[src/rtl/mux_pkg.sv]
`default_nettype none
// ============================================================================
// mux_pkg : shared constants and helpers for the rr_mux channel multiplexer
// Rev 1.0
// ============================================================================
package mux_pkg;

    localparam logic MODE_FIXED = 1'b0;
    localparam logic MODE_RR    = 1'b1;

    // Number of channels a select field of the given width can address.
    function automatic int max_channels(input int sel_w);
        return 1 << sel_w;
    endfunction

endpackage
`default_nettype wire

[src/rtl/rr_arbiter.sv]
`default_nettype none
// ============================================================================
// rr_arbiter : combinational round-robin arbiter, first request at or after ptr
// Rev 1.0
// ============================================================================
module rr_arbiter
    import mux_pkg::*;
#(
    parameter  int N_CH  = 4,
    localparam int SEL_W = $clog2(N_CH)
) (
    input  logic [N_CH-1:0]  req,
    input  logic [SEL_W-1:0] ptr,
    output logic [N_CH-1:0]  grant,
    output logic [SEL_W-1:0] grant_idx,
    output logic             grant_any
);

    localparam logic [SEL_W:0] c_n_ch = (SEL_W+1)'(N_CH);

    logic [N_CH-1:0]  req_rot;
    logic [SEL_W-1:0] offset;
    logic [SEL_W:0]   idx_sum;

    always_comb begin
        // Doubling the request vector lets a plain shift rotate ptr to bit 0.
        req_rot   = N_CH'({req, req} >> ptr);
        offset    = '0;
        grant_any = 1'b0;
        for (int j = N_CH - 1; j >= 0; j--) begin
            if (req_rot[j]) begin
                offset    = SEL_W'(j);
                grant_any = 1'b1;
            end
        end
        idx_sum = {1'b0, ptr} + {1'b0, offset};
        if (idx_sum >= c_n_ch) begin
            idx_sum = idx_sum - c_n_ch;
        end
        grant_idx = idx_sum[SEL_W-1:0];
        grant     = '0;
        if (grant_any) begin
            grant[grant_idx] = 1'b1;
        end
    end

endmodule
`default_nettype wire

[src/rtl/rr_mux.sv]
`default_nettype none
// ============================================================================
// rr_mux : N-channel valid/ready multiplexer, fixed-select or round-robin,
//          with a single-entry registered output stage
// Rev 1.0
// ============================================================================
module rr_mux
    import mux_pkg::*;
#(
    parameter  int N_CH  = 4,
    parameter  int WIDTH = 8,
    localparam int SEL_W = $clog2(N_CH)
) (
    input  logic                  clk,
    input  logic                  rst_n,
    input  logic                  mode,
    input  logic [SEL_W-1:0]      sel,
    input  logic [N_CH-1:0]       in_valid,
    input  logic [N_CH*WIDTH-1:0] in_data,
    output logic [N_CH-1:0]       in_ready,
    output logic                  out_valid,
    output logic [WIDTH-1:0]      out_data,
    output logic [SEL_W-1:0]      out_ch,
    input  logic                  out_ready
);

    localparam logic [SEL_W:0] c_n_ch = (SEL_W+1)'(N_CH);

    logic [WIDTH-1:0] ch_data [N_CH];
    logic             sel_in_range;
    logic [N_CH-1:0]  req;
    logic [N_CH-1:0]  grant;
    logic [SEL_W-1:0] grant_idx;
    logic             grant_any;
    logic             load;
    logic             accept;

    logic [SEL_W-1:0] ptr_q,       ptr_d;
    logic             out_valid_q, out_valid_d;
    logic [WIDTH-1:0] out_data_q,  out_data_d;
    logic [SEL_W-1:0] out_ch_q,    out_ch_d;

    generate
        for (genvar i = 0; i < N_CH; i++) begin : g_unpack
            assign ch_data[i] = in_data[i*WIDTH +: WIDTH];
        end

        // Only a non-power-of-2 channel count leaves select codes unmapped.
        if (max_channels(SEL_W) == N_CH) begin : g_sel_full
            assign sel_in_range = 1'b1;
        end else begin : g_sel_partial
            assign sel_in_range = ({1'b0, sel} < c_n_ch);
        end
    endgenerate

    always_comb begin
        req = '0;
        if (mode == MODE_RR) begin
            req = in_valid;
        end else if (sel_in_range) begin
            req[sel] = 1'b1;
        end
    end

    rr_arbiter #(
        .N_CH (N_CH)
    ) u_arbiter (
        .req       (req),
        .ptr       (ptr_q),
        .grant     (grant),
        .grant_idx (grant_idx),
        .grant_any (grant_any)
    );

    assign load     = ~out_valid_q | out_ready;
    assign in_ready = grant & {N_CH{load & rst_n}};
    assign accept   = grant_any & |(in_valid & in_ready);

    always_comb begin
        ptr_d       = ptr_q;
        out_valid_d = out_valid_q;
        out_data_d  = out_data_q;
        out_ch_d    = out_ch_q;
        if (accept) begin
            out_valid_d = 1'b1;
            out_data_d  = ch_data[grant_idx];
            out_ch_d    = grant_idx;
            if (mode == MODE_RR) begin
                if (({1'b0, grant_idx} + (SEL_W+1)'(1)) == c_n_ch) begin
                    ptr_d = '0;
                end else begin
                    ptr_d = grant_idx + SEL_W'(1);
                end
            end
        end else if (out_valid_q && out_ready) begin
            out_valid_d = 1'b0;
        end
    end

    always_ff @(posedge clk or negedge rst_n) begin
        if (!rst_n) begin
            ptr_q       <= '0;
            out_valid_q <= 1'b0;
            out_data_q  <= '0;
            out_ch_q    <= '0;
        end else begin
            ptr_q       <= ptr_d;
            out_valid_q <= out_valid_d;
            out_data_q  <= out_data_d;
            out_ch_q    <= out_ch_d;
        end
    end

    assign out_valid = out_valid_q;
    assign out_data  = out_data_q;
    assign out_ch    = out_ch_q;

endmodule
`default_nettype wire

[config.mk]
export PLATFORM = sky130hd
export DESIGN_NAME = rr_mux
export DESIGN_NICKNAME = d
export VERILOG_FILES = /design/src/rtl/mux_pkg.sv /design/src/rtl/rr_arbiter.sv /design/src/rtl/rr_mux.sv
export SDC_FILE = /design/constraint.sdc
export NUM_CORES = 1
export LEC_CHECK = 0
export ABC_CLOCK_PERIOD_IN_PS = 7350
export CAP_MARGIN = 10
export CORE_ASPECT_RATIO = 0.8
export CORE_UTILIZATION = 43
export DETAILED_ROUTE_END_ITERATION = 6
export MAX_ROUTING_LAYER = met4
export PLACE_DENSITY = 0.85
export SETUP_SLACK_MARGIN = 0.05
export SYNTH_ARGS = -nofsm -noshare
export SYNTH_HDL_FRONTEND = slang
export SYNTH_HIERARCHICAL = 1
export SYNTH_SLANG_ARGS = --single-unit
[constraint.sdc]
create_clock -name clk -period 7.35 [get_ports clk]
set_clock_uncertainty 0.1 [all_clocks]
set_input_delay 0.735 -clock clk [delete_from_list [all_inputs] [get_ports clk]]
set_output_delay 0.735 -clock clk [all_outputs]
set_load 0.03 [all_outputs]
==> summary.txt <==
Run status
  – Status: finished, final reports clean

Route
  – Total routed wirelength: 2.74 mm
  – Initial DRC Count: 34
  – Via-per-instance ratio: 5.25
  – First-pass DRT Iterations: 4
  – Total number of vias: 992
  – DRT antenna net count: 0
  – DRC: 0
  – Average wire per standard cell: 14.5 µm

Clock tree
  – H-tree levels: 1
  – PostCTS Resize Cnt: 0
  – CTS Root Cell: clkbuf_4
  – Post-CTS Repair Setup Buffers: 0
  – Reg clk slew, reported paths: 80 ps
  – Sink Count: 13
  – Clock latency at the later pin of the worst-skew pair: 280 ps
  – Post-CTS Hold Buffers: 0
  – CTS tree: built
  – Clock buffer depth: 2
  – CTS buffer count: 3

Timing
  – FMAX: 176 MHz
  – Slew margin rel.: 0.330
  – Final Hold Fails: 0
  – Tmin final: 5690 ps
  – Setup violations, final: 0
  – Slew Limit Fails: 0
  – Tcrit/Tclk final: 0.775
  – RSZ-0062 raised after global routing: false
  – Setup TNS: 0 ps
  – Slew @ Worst Pin: 998 ps

Logic synthesis
  – Cells after Synth: 99
  – Synth area leader: dfrtp_1
  – Top cell type's share of synthesized area: 0.282
  – Net Count, Synth: roughly 140
  – #FFs+latches synth: 13
  – Distinct cells, synth: 32
  – Post-synthesis sequential area ratio: 0.282
  – Largest cells by area after synthesis: dfrtp_1 28%, mux4_2 16%, mux2_4 12%
  – Ys Warns: 6
  – Syn_area_per_cell: around 12 µm²
  – Syn Std Cell Area: ~0.0012 mm²

Worst setup path
  – WS Path Type: in -> out
  – Worst Setup Start Kind: primary input
  – Worst EP required: 6510 ps
  – Worst Setup End Kind: primary output
  – Worst EP arrival: roughly 4900 ps
  – CP max FO: 13

Place
  – HPWL Detailed: ~2.3 mm
  – Placer congestion estimate: 0.753
  – Dpl cell area: 0.00170 mm²
  – PortBufs: between 50 and 60

Global route
  – Initial antenna violation count: 0
  – Tot GR Track Use: 0.220
  – Global-route wire length before repair: 4.62 mm
  – M3 GR Usage: 0.0561
  – Met2 usage: 0.370
  – Busiest grt layer: met2
  – GR Layer Usage met1: 0.250
  – Global route overflow: 0
  – Pin count of the biggest net entering global routing: 19
  – Number of global-route vias before repair: 1024

Power
  – Max VDD drop: 0.000224 V
  – Leakage: slightly above 0.7 nW
  – Cell Pwr Density: 424 mW/mm²

Floorplan
  – Starting Density: 0.461
  – Die area: 0.00290 mm²
  – Core outline area: 0.00250 mm²
  – Die width: 59.9 µm
  – Die Ht: 48.3 µm
  – I/O pin count: 57
  – Row Count: 16

Final layout
  – Layout cells sized above 1: 0.183
  – Area Overhead vs Synth: 49.3%
  – Antenna diode count: 0
  – Cell area after layout: 0.00172 mm²
  – Net count, final: 198

Worst hold path
  – Hold Crit Class: reg -> reg

Flow run
  – Max_cap viols: 0
[area by class of cell]
cell class	instances	area [µm²]
Timing Repair Buffer	56	561
Inverter	4	15.0
Sequential cell	13	325
Multi-Input combinational cell	76	751
Clock buffer	4	26.3
Tap cell	36	45.0
Fill cell	189	779
[cells by family after synthesis]
group / after synthesis / synth area share
AOI/OAI and AO/OA: 17 / 0.132
xor gates and xnor gates: 3 / 0.0228
adders and majority gates: 2 / 0.0217
buffers and inverters: 10 / 0.0672
DFF: 13 / 0.282
muxes: 24 / 0.336
and+or+nand+nor: 30 / 0.138
[layout by cell type (no fill, tap or decap)]
| master | n |
|---|---|
| xor2_1 | 1 |
| nand2_1 | 11 |
| nand2b_1 | 5 |
| a22o_2 | 1 |
| inv_1 | 4 |
| o21ai_0 | 5 |
| or2b_2 | 1 |
| o2111ai_4 | 1 |
| or2_4 | 1 |
| mux4_2 | 8 |
| nor2b_1 | 2 |
| clkdlybuf4s50_1 | 56 |
| a21oi_1 | 2 |
| nor2_1 | 3 |
| clkbuf_1 | 1 |
| a2111oi_2 | 1 |
| a311o_1 | 1 |
| mux2_2 | 2 |
| o31a_1 | 1 |
| ha_1 | 2 |
| a22o_4 | 1 |
| o211ai_1 | 1 |
| clkbuf_4 | 3 |
| o31ai_1 | 3 |
| dfrtp_1 | 13 |
| nor4_1 | 2 |
| mux2_4 | 9 |
| mux2i_1 | 5 |
| nand3b_1 | 1 |
| xnor2_1 | 2 |
| and3_1 | 4 |
[worst max-delay path, cell delays in order]
cell and delay (ps):
clkdlybuf4s50_1 520, o31ai_1 710, inv_1 130, o21ai_0 220, a21oi_1 90, o31a_1 310
ha_1 690, nor2b_1 250, nand2_1 90, mux2i_1 240, and3_1 190, clkdlybuf4s50_1 660
[stage by stage]
step,util,hold slack [ps],power [mW],setup WS (ps),cells
6_report,0.689,412,0.730,1660,189
5_1_grt,0.689,427,0.782,1250,189
4_1_cts,0.689,414,0.740,1660,189
3_5_place_dp,0.678,396,0.694,1660,185
3_3_place_gp,0.678,391,0.673,1880,185
2_1_floorplan,-,339,0.563,3380,99
[cells in the mapped netlist]
master,n
xor2_1,1
a22o_2,1
or2b_2,1
buf_2,1
mux2_2,2
dfrtp_1,13
a22o_4,1
and3_1,4
a21oi_1,2
buf_6,3
ha_1,2
o211ai_1,1
nand2_1,11
nor2_1,3
buf_12,1
or2_4,1
buf_1,1
mux4_2,8
mux2_4,9
mux2i_1,5
a2111oi_2,1
a311o_1,1
inv_1,4
nor4_1,2
o21ai_0,5
nor2b_1,2
nand2b_1,5
xnor2_1,2
o31a_1,1
o2111ai_4,1
o31ai_1,3
nand3b_1,1
[power breakdown]
part,internal (mW),switching [mW]
Combinational,0.292,0.258
Sequential,0.108,0.0277
Clock,0.0211,0.0239
Total,0.421,0.309
[layer usage]
layer	wire length, µm	vias up
li1	-	480
met3	93	2
met1	1130	486
met5	0	-
met2	1490	24
met4	23	0
[path summary, 6_finish.rpt]
kind                                start     endpoint  slack [ps]  cells past startpoint
worst max-delay path                 mode  in_ready[3]        1660                     12
min in group asynchronous           rst_n  out_data[0]         790                      1
worst min register to register  out_ch[0]    out_ch[0]         410                      1
max in group asynchronous           rst_n    out_ch[0]        5900                      1
worst min-delay path            out_ch[0]    out_ch[0]         410                      1
worst max register to register   ptr_q[1]     ptr_q[1]        3580                     12
[registers in the layout, summed over array words and instances (netlist names)]
name,flops
ptr_q,2
out_valid,1
out_data,8
out_ch,2
Power figures use the tool's default switching activity.
